$ cat config.mk
export PLATFORM = sky130hd
export DESIGN_NAME = shark_sprite_engine
export DESIGN_NICKNAME = d
export VERILOG_FILES = /design/src/rtl/shark_sprite_engine.sv
export SDC_FILE = /design/constraint.sdc
export NUM_CORES = 1
export LEC_CHECK = 0
export BUFFER_PORTS_ARGS = -buffer_cell sky130_fd_sc_hd__buf_2
export CORE_MARGIN = 2
export CORE_UTILIZATION = 45
export CTS_BUF_LIST = sky130_fd_sc_hd__clkbuf_16
export DETAILED_ROUTE_END_ITERATION = 12
export PLACE_DENSITY = 0.63
export SLEW_MARGIN = 20
export SYNTH_ARGS = -nofsm -noshare
export SYNTH_HDL_FRONTEND = slang
export SYNTH_SLANG_ARGS = --single-unit
$ cat constraint.sdc
create_clock -name clk -period 6.5 [get_ports clk]
set_input_delay 0 -clock clk [delete_from_list [all_inputs] [get_ports clk]]
set_output_delay 0 -clock clk [all_outputs]
set_load 0.02 [all_outputs]
$ cat src/rtl/shark_sprite_engine.sv
// Shark sprite: swims between horizontal bounds with a vertical bob and flashes after a hit.
// Draws a registered body/eye pixel pair against the VGA raster.
module shark_sprite_engine #(
    parameter logic signed [11:0] SPAWN_X    = 12'sd600,
    parameter logic signed [11:0] SPAWN_Y    = 12'sd240,
    parameter logic signed [11:0] X_MIN      = 12'sd60,
    parameter logic signed [11:0] X_MAX      = 12'sd620,
    parameter int unsigned        SPEED      = 3,
    parameter int unsigned        BOB_AMP    = 4,
    parameter int unsigned        BOB_DIV    = 4,
    parameter int unsigned        HIT_FRAMES = 32
) (
    input  logic               clk,
    input  logic               rst,
    input  logic               enable,
    input  logic               frame_tick,
    input  logic               hit,
    input  logic               blank,
    input  logic signed [11:0] hcount,
    input  logic signed [11:0] vcount,
    output logic               shark,
    output logic               sharkEyes,
    output logic signed [11:0] sharkX,
    output logic signed [11:0] sharkY,
    output logic               alive
);

    localparam int unsigned CNT_W = ($clog2(HIT_FRAMES) > 3) ? $clog2(HIT_FRAMES) : 3;
    localparam int unsigned DIV_W = (BOB_DIV > 1) ? $clog2(BOB_DIV) : 1;

    localparam logic signed [12:0] SPEED_S = 13'(SPEED);
    localparam logic signed [12:0] XMIN_S  = 13'(X_MIN);
    localparam logic signed [12:0] XMAX_S  = 13'(X_MAX);
    localparam logic signed [4:0]  AMP_S   = 5'(BOB_AMP);

    typedef enum logic [1:0] {IDLE, SWIM_L, SWIM_R, HIT} state_t;

    state_t             state_q, state_d;
    logic signed [11:0] x_q, x_d;
    logic signed [11:0] y_q, y_d;
    logic signed [4:0]  off_q, off_d;
    logic               bdir_q, bdir_d;   // 1: bobbing up (offset decreasing)
    logic [DIV_W-1:0]   div_q, div_d;
    logic [CNT_W-1:0]   cnt_q, cnt_d;
    logic               face_q, face_d;   // facing left when the hit landed
    logic               alive_q, alive_d;
    logic               shark_q, shark_d;
    logic               eyes_q, eyes_d;

    logic signed [12:0] x_ext, x_nx;
    logic signed [4:0]  off_nx;

    // Motion, bob and hit-flash control
    always_comb begin
        state_d = state_q;
        x_d     = x_q;
        off_d   = off_q;
        bdir_d  = bdir_q;
        div_d   = div_q;
        cnt_d   = cnt_q;
        face_d  = face_q;
        x_ext   = x_q;
        x_nx    = x_ext;
        off_nx  = off_q;

        if (!enable) begin
            state_d = IDLE;
            cnt_d   = '0;
        end else begin
            case (state_q)
                IDLE: state_d = SWIM_L;
                SWIM_L, SWIM_R: begin
                    if (hit) begin
                        state_d = HIT;
                        cnt_d   = CNT_W'(HIT_FRAMES - 1);
                        face_d  = (state_q == SWIM_L);
                    end else if (frame_tick) begin
                        if (state_q == SWIM_L) begin
                            x_nx = x_ext - SPEED_S;
                            if (x_nx <= XMIN_S) begin
                                x_d     = X_MIN;
                                state_d = SWIM_R;
                            end else begin
                                x_d = 12'(x_nx);
                            end
                        end else begin
                            x_nx = x_ext + SPEED_S;
                            if (x_nx >= XMAX_S) begin
                                x_d     = X_MAX;
                                state_d = SWIM_L;
                            end else begin
                                x_d = 12'(x_nx);
                            end
                        end
                        if (div_q == DIV_W'(BOB_DIV - 1)) begin
                            div_d = '0;
                            if (BOB_AMP != 0) begin
                                off_nx = bdir_q ? (off_q - 5'sd1) : (off_q + 5'sd1);
                                off_d  = off_nx;
                                if (off_nx == AMP_S) begin
                                    bdir_d = 1'b1;
                                end else if (off_nx == -AMP_S) begin
                                    bdir_d = 1'b0;
                                end
                            end
                        end else begin
                            div_d = DIV_W'(div_q + 1'b1);
                        end
                    end
                end
                HIT: begin
                    if (frame_tick) begin
                        if (cnt_q == '0) begin
                            state_d = SWIM_L;
                            x_d     = SPAWN_X;
                            off_d   = '0;
                            bdir_d  = 1'b0;
                            div_d   = '0;
                        end else begin
                            cnt_d = CNT_W'(cnt_q - 1'b1);
                        end
                    end
                end
                default: state_d = IDLE;
            endcase
        end

        y_d     = SPAWN_Y + 12'(off_d);
        alive_d = (state_d == SWIM_L) || (state_d == SWIM_R);
    end

    logic               face_left;
    logic signed [15:0] dx, dv;
    logic               r1, r2, r3, r4, eye_hit, pix_en;

    // Sprite geometry relative to the anchor, mirrored when facing right
    always_comb begin
        face_left = (state_q == SWIM_L) || ((state_q == HIT) && face_q);
        dv = 16'(vcount) - 16'(y_q);
        dx = face_left ? (16'(hcount) - 16'(x_q)) : (16'(x_q) - 16'(hcount));

        r1 = (dx >= -16'sd55) && (dx <= -16'sd20)
          && ((16'sd3 * (dv - 16'sd10)) <= (dx + 16'sd40))
          && ((dv - 16'sd10) <= -(dx + 16'sd25))
          && (dv > -16'sd5) && (dv < 16'sd10);
        r2 = (dx > -16'sd35) && (dx <= -16'sd25)
          && ((dv + 16'sd5) >= -(dx + 16'sd35))
          && (dv > -16'sd15) && (dv <= -16'sd5);
        r3 = ((dv - 16'sd5) <= -(dx + 16'sd10))
          && (dx >= -16'sd20) && (dx <= -16'sd5)
          && (dv > -16'sd5) && (dv < 16'sd5);
        r4 = (dx >= -16'sd5) && (dx <= 16'sd2) && (dv >= -16'sd10) && (dv <= 16'sd7);
        eye_hit = (dx >= -16'sd50) && (dx <= -16'sd46) && (dv >= -16'sd3) && (dv <= 16'sd0);

        // cnt_q[2] set marks a blink-off frame while flashing
        pix_en  = enable && !blank && (state_q != IDLE) && !((state_q == HIT) && cnt_q[2]);
        shark_d = pix_en && (r1 || r2 || r3 || r4);
        eyes_d  = pix_en && eye_hit;
    end

    always_ff @(posedge clk or posedge rst) begin
        if (rst) begin
            state_q <= IDLE;
            x_q     <= SPAWN_X;
            y_q     <= SPAWN_Y;
            off_q   <= '0;
            bdir_q  <= 1'b0;
            div_q   <= '0;
            cnt_q   <= '0;
            face_q  <= 1'b1;
            alive_q <= 1'b0;
            shark_q <= 1'b0;
            eyes_q  <= 1'b0;
        end else begin
            state_q <= state_d;
            x_q     <= x_d;
            y_q     <= y_d;
            off_q   <= off_d;
            bdir_q  <= bdir_d;
            div_q   <= div_d;
            cnt_q   <= cnt_d;
            face_q  <= face_d;
            alive_q <= alive_d;
            shark_q <= shark_d;
            eyes_q  <= eyes_d;
        end
    end

    assign shark     = shark_q;
    assign sharkEyes = eyes_q;
    assign sharkX    = x_q;
    assign sharkY    = y_q;
    assign alive     = alive_q;

endmodule
==> impl_metrics.json, run 1 <==
{
  "status": "completed",
  "crit_top_cell": "ha_1",
  "utilization_pct": 50.5,
  "synth-async-reset-ratio_pct": 100,
  "critical-path-top-delay-family": "compound AO/OA/AOI/OAI gates",
  "avgSynthCellArea_um2": 7.56,
  "fin_setup_tns_ps": 0,
  "viasPerCell": 5.72,
  "timing.rr.start": "off_q[0]",
  "power_density_nw_per_um2": 461,
  "start_util_pct": 46.3,
  "leakage_nw": 3.99,
  "ioPinCount": 57,
  "reg2reg_depth": 21,
  "ys_seq_area_share_pct": 10.0,
  "drive_above_1_share_pct": 11.0,
  "period_needed_ps": 6000,
  "drcViolationCount": 0,
  "yosys.area.top_type": "ha_1",
  "firstDrtPassIters": 8,
  "power_mw": 4.04,
  "finalHoldWorstSlack_ps": 15.0,
  "cts_made_buffers": 5,
  "final_cell_mix": "ha_1, nand2_1, a21oi_1, xnor2_1, nor2_1",
  "fillers": 1728,
  "whs_endpoint": "cnt_q[2]",
  "place_ws_ps": 322,
  "wl_met1_um": 10400,
  "hpwlAfterDp_um": 18200,
  "endpoint_kind": "register",
  "cp_slowest_stage_delay_ps": 550,
  "cp_max_fo": 8,
  "ys.flop_type": "dfrtp_1",
  "ctsHtreeMaxLevel": 2,
  "path_class": "register to register",
  "hp-class": "primary input to register",
  "synth_edf_count": 0,
  "r2r_slack_ps": 500,
  "synth_xor_area_share_pct": 14.0,
  "cts_tree": "yes",
  "setup_viol": 0,
  "antenna_found_initial": 0,
  "cp.required_ps": 6700,
  "slew_headroom_pct": 49.0,
  "fin_crit_sh_pct": 92.3,
  "overflow": 0,
  "cts.clk_slew.worst_paths_ps": 70,
  "path_depth": 21,
  "synth.area.top_cells": "ha_1, xnor2_1, dfrtp_1",
  "worst_pin_slew_ps": 761,
  "postRouteAntennaNets": 0,
  "holdPathStages": 3,
  "top_layer": "met4",
  "grt_pass1_wl_um": 35700,
  "synth-simple-area-share_pct": 20.9,
  "wl_met3_um": 1060,
  "ir_drop_v": 0.000234,
  "synth_top_family_by_area": "adder cells",
  "clock_latency_ps": 290,
  "wl_met2_um": 10000,
  "areaGrowthSynthToFinish_pct": 8.98,
  "grt_max_degree": 33,
  "cts_root_buffer": "clkbuf_16",
  "min_from": "enable",
  "portBuffers": 49,
  "cpMaxStageDelayCell": "or4b_4",
  "muxShareOfSynthArea_pct": 0.638,
  "die-width_um": 138,
  "rsz0062_at_grt": "no",
  "fmax_mhz": 167,
  "wl_um": 22100,
  "fp.coreArea_um2": 17400,
  "die_area_um2": 19000,
  "synth.top_cell.area_share_pct": 22.4,
  "crit_chain": "ha_1 -> fa_1 -> nand2b_2 -> a21oi_4 -> o21ai_1 -> xnor2_1 -> nor4b_4 -> or4b_4 -> o21ai_0 -> ha_1 -> ha_1 -> nor2_1 -> a2111oi_1 -> xor2_1 -> ha_1 -> nand2_1 -> a211oi_1 -> o31ai_1 -> a21oi_1 -> o2111ai_1 -> a31oi_1",
  "regArea_um2": 808,
  "cts.path.max_buffers": 2,
  "synthAdderAreaFrac_pct": 23.9,
  "vias": 7602,
  "antenna_cells": 0,
  "finClkSkew_ps": 11.6,
  "die_h_um": 138,
  "final_nets": 1283,
  "cp.buffers_inverters": 0,
  "drtIter0Drc": 509,
  "cts_sinks": 32,
  "syn_inst": 1064,
  "gp_congestion": 0.897,
  "arrival_ps": 6200,
  "r2r_end": "shark",
  "core.rowCount": 48,
  "mostFrequentLayoutCell": "ha_1",
  "crit_path_start_kind": "register",
  "wl_per_cell_um": 16.6,
  "grt_util_all_layers_pct": 23.6,
  "yosys_warnings": 0,
  "yosysUniqueCellTypes": 94,
  "synth-seq-cells": 32,
  "synth_area_um2": 8040,
  "max-cap-violations": 0,
  "synth_compound_area_share_pct": 23.7,
  "finalHoldViolCount": 0,
  "multi_input_area_um2": 6760,
  "maxSlewViolCount": 0,
  "fin_ws_ps": 500,
  "grt_pass1_vias": 7067
}
[worst max-delay path by stage]
stage | endpoint | slack [ps] | startpoint
after CTS | shark | 300 | off_q[0]
after detailed placement | shark | 320 | off_q[0]
after global routing | shark | 20 | off_q[0]
final | shark | 500 | off_q[0]
after floorplan | shark | 740 | off_q[0]
after global placement | shark | 480 | off_q[0]
[worst register-to-register path: stages, from the launching register on]
cell       delay [ps]
dfrtp_1           460
ha_1              250
fa_1              430
nand2b_2          240
a21oi_4           260
o21ai_1           150
xnor2_1           240
nor4b_4           370
or4b_4            550
o21ai_0           350
ha_1              310
ha_1              350
nor2_1             60
a2111oi_1         420
xor2_1            130
ha_1              340
nand2_1            80
a211oi_1          250
o31ai_1           110
a21oi_1           210
o2111ai_1         140
a31oi_1           210
[cell families (layout without fill, tap and decap cells)]
kind of cell	count (synthesis)	count (layout)
other	2	7
adders and majority gates	151	151
DFF	32	32
xor gates and xnor gates	118	118
buffers and inverters	127	163
AOI/OAI and AO/OA	287	287
and+or+nand+nor	342	342
muxes	5	5
[cells in the mapped netlist, types with 6 or more instances]
cell type / instances
ha_1: 144
nand2_1: 92
xnor2_1: 90
a21oi_1: 87
nor2_1: 84
inv_1: 77
o21ai_0: 50
nand3_1: 38
dfrtp_1: 26
nor3_1: 23
clkbuf_1: 22
xor2_1: 20
a21o_1: 19
nand2b_1: 18
and2_1: 16
nand4_1: 16
a31oi_1: 13
buf_4: 12
nor2b_1: 11
o21a_1: 11
o22ai_1: 11
buf_2: 10
nor4_1: 10
a211oi_1: 8
o211ai_1: 7
o31ai_1: 7
a221oi_1: 6
and3_1: 6
dfstp_2: 6
or3_1: 6
[report_power, final]
| group | internal, mW | switching [mW] | leakage, nW |
|---|---|---|---|
| logic | 1.41 | 2.01 | 3.50 |
| registers | 0.249 | 0.0856 | 0.411 |
| clock network | 0.182 | 0.105 | 0.0804 |
| total | 1.84 | 2.20 | 3.99 |
[routing by layer]
| metal | up-vias | track usage [%] |
|---|---|---|
| li1 | 3858 | - |
| met1 | 3520 | 32.6 |
| met2 | 192 | 39.0 |
| met3 | 32 | 1.95 |
| met4 | 0 | 7.48 |
| met5 | - | 0 |
[layout make-up]
type | instances | share of cell area [%]
Timing Repair Buffer | 74 | 5.00
Clock inverter | 3 | 0.528
Inverter | 81 | 3.47
Tap cell | 225 | 3.21
Multi-Input combinational cell | 910 | 77.1
Sequential cell | 32 | 9.22
Clock buffer | 5 | 1.43
[per-stage QoR]
stage	cell area, um2	instances
final	8760	1330
after global routing	8760	1330
after CTS	8710	1329
after detailed placement	8520	1319
after global placement	8520	1319
after floorplan	8060	1069
[registers in the layout (all words and copies together) (netlist names)]
name,count
alive,1
sharkY,1
face_q,1
cnt_q,5
bdir_q,1
state_q,2
sharkEyes,1
div_q,2
off_q,5
sharkX,12
shark,1
[what timing repair did]
item,in CTS,in global routing
hold buffers,2,0
setup buffers,0,1
endpoints found under the setup margin,0,1
gates resized for setup,0,9
hold endpoints to repair,27,0
No activity file was read; power rests on OpenSTA's default activity.
==> inputs of run 2 (changes only) <==
--- a/config.mk
+++ b/config.mk
@@ -7,10 +7,10 @@
 export LEC_CHECK = 0
 export BUFFER_PORTS_ARGS = -buffer_cell sky130_fd_sc_hd__buf_2
 export CORE_MARGIN = 2
-export CORE_UTILIZATION = 45
+export CORE_UTILIZATION = 40
 export CTS_BUF_LIST = sky130_fd_sc_hd__clkbuf_16
 export DETAILED_ROUTE_END_ITERATION = 12
-export PLACE_DENSITY = 0.63
+export PLACE_DENSITY = 0.58
 export SLEW_MARGIN = 20
 export SYNTH_ARGS = -nofsm -noshare
 export SYNTH_HDL_FRONTEND = slang
==> run 2 against run 1 <==
  * Sequential power is essentially flat
  * Clock-buffer cell count is the same
  * Flip-flop and latch count unchanged
  * Worst setup slack got worse by 75 ps
  * First-iteration DRC count shrank 12%
  * Critical endpoint unchanged
==> impl_metrics.json, run 2 (synthesis gave the netlist of run 1 again) <==
{
  "status": "completed",
  "regArea_um2": 808,
  "die_h_um": 146,
  "endpoint_kind": "register",
  "p_int_mw": 1.79,
  "combPwrFrac_pct": 85.6,
  "cts_sinks": 32,
  "reg2reg_depth": 23,
  "gp_congestion": 0.898,
  "cp_max_fo": 8,
  "finClkSkew_ps": 7.39,
  "fmax_mhz": 165,
  "max-cap-violations": 0,
  "drtIter0Drc": 449,
  "fillers": 2047,
  "die_area_um2": 21300,
  "vias": 7664,
  "firstDrtPassIters": 6,
  "die-width_um": 146,
  "power_density_nw_per_um2": 455,
  "cts_made_buffers": 5,
  "wl_um": 22500,
  "multi_input_area_um2": 6800,
  "largest_reg_flops": 12,
  "ir_drop_v": 0.000209,
  "crit_top_cell": "ha_1",
  "cpMaxStageDelayCell": "dfrtp_1",
  "rsz0062_at_grt": "no",
  "antenna_found_initial": 0,
  "fin_cells": 1365,
  "cts_root_buffer": "clkbuf_16",
  "power_mw": 4.00,
  "timing.rr.start": "off_q[0]",
  "core.rowCount": 51,
  "cts.path.max_buffers": 2,
  "place_inst": 1356,
  "grt_pass1_vias": 7180,
  "mostFrequentLayoutCell": "ha_1",
  "grt_util_all_layers_pct": 20.9,
  "leakage_nw": 3.96,
  "fin_setup_tns_ps": 0,
  "maxSlewViolCount": 0,
  "cts.clk_slew.worst_paths_ps": 60,
  "sw_frac_of_total_pct": 55.3,
  "setup_viol": 0,
  "portBuffers": 49,
  "finalHoldWorstSlack_ps": 15.5,
  "critical-path-top-delay-family": "compound AO/OA/AOI/OAI gates",
  "r2r_end": "shark",
  "drive_above_1_share_pct": 11.0,
  "antenna_cells": 0,
  "crit_chain": "ha_1 -> fa_1 -> nand2b_2 -> a21oi_4 -> o21ai_1 -> xnor2_1 -> nor4b_4 -> or2b_1 -> xnor2_1 -> ha_1 -> ha_1 -> o21ai_0 -> a21oi_1 -> o21ai_0 -> a2111oi_1 -> xor2_1 -> ha_1 -> nand2_1 -> a211oi_1 -> o31ai_1 -> a21oi_1 -> o2111ai_1 -> a31oi_1",
  "overflow": 0,
  "clock_latency_ps": 290,
  "r2r_slack_ps": 420,
  "postRouteAntennaNets": 0,
  "period_needed_ps": 6080,
  "hp-class": "primary input to register",
  "ctsHtreeMaxLevel": 2,
  "drcViolationCount": 0,
  "hpwlAfterDp_um": 18500,
  "final_cell_mix": "ha_1, nand2_1, xnor2_1",
  "final_nets": 1278,
  "viasPerCell": 5.61,
  "slew_headroom_pct": 34.7,
  "clockPowerShare_pct": 6.1,
  "start_util_pct": 41.1,
  "worst_pin_slew_ps": 972,
  "grt_pass1_wl_um": 36800,
  "ioPinCount": 57,
  "areaGrowthSynthToFinish_pct": 9.19,
  "crit_path_start_kind": "register",
  "cp.buffers_inverters": 0,
  "fp.coreArea_um2": 19600,
  "wl_per_cell_um": 16.5,
  "cp.required_ps": 6710,
  "fin_crit_sh_pct": 93.5,
  "cp_slowest_stage_delay_ps": 460,
  "path_class": "register to register",
  "cts_tree": "yes",
  "finalHoldViolCount": 0,
  "p_switching_mw": 2.21,
  "utilization_pct": 44.8,
  "min_from": "hit",
  "whs_endpoint": "face_q",
  "seqPwrFrac_pct": 8.4,
  "holdPathStages": 3,
  "grt_max_degree": 33,
  "arrival_ps": 6280
}
[run 2: timing repair]
action                                  CTS  global route
endpoints found under the setup margin    0             1
resized for setup                         0            14
endpoints found under the hold margin    26             0
hold buffers                              1             0
setup buffers                             0             0
[run 2: worst reg2reg max path, stage by stage (launching register included)]
cell and delay (ps):
dfrtp_1 460, ha_1 250, fa_1 440, nand2b_2 250, a21oi_4 260, o21ai_1 160, xnor2_1 240, nor4b_4 390
or2b_1 270, xnor2_1 330, ha_1 310, ha_1 320, o21ai_0 90, a21oi_1 180, o21ai_0 140, a2111oi_1 460
xor2_1 130, ha_1 340, nand2_1 70, a211oi_1 240, o31ai_1 110, a21oi_1 190, o2111ai_1 150, a31oi_1 200
[run 2: power by group through the flow]
stage                     sequential (mW)  clock (mW)  combinational [mW]
final                               0.335       0.242                3.42
after floorplan                     0.322           0                2.48
after global placement              0.335           0                3.36
after detailed placement            0.336           0                3.36
after global routing                0.346       0.258                3.84
after CTS                           0.333       0.249                3.39
[run 2: worst max path at each step]
stage                  start    end  slack, ps  depth (start not counted)
floorplan           off_q[0]  shark        740                         26
global placement    off_q[0]  shark        520                         23
detailed placement  off_q[0]  shark        320                         23
CTS                 off_q[0]  shark        300                         23
global route        off_q[1]  shark         30                         28
finish              off_q[0]  shark        420                         23
[run 2: metal layers]
layer	vias up	wire length, um	global-route usage (%)
met5	-	0	0
met4	0	678	7.01
met3	37	1150	2.19
met2	243	10100	33.9
met1	3521	10700	29.0
li1	3863	-	-
[run 2: area by class of cell]
class	instances	share of cell area (%)
clock buffers	5	1.42
clock inverters	3	0.214
inverters	81	3.46
multi-input cells	910	77.4
flip-flops and latches	32	9.20
well taps	265	3.78
repair buffers	69	4.53
[run 2: per-stage QoR]
| step | setup WS [ps] | cell area [um2] |
|---|---|---|
| after global placement | 518 | 8540 |
| after detailed placement | 321 | 8540 |
| after floorplan | 742 | 8060 |
| after global routing | 28.0 | 8780 |
| final | 425 | 8780 |
| after CTS | 296 | 8700 |
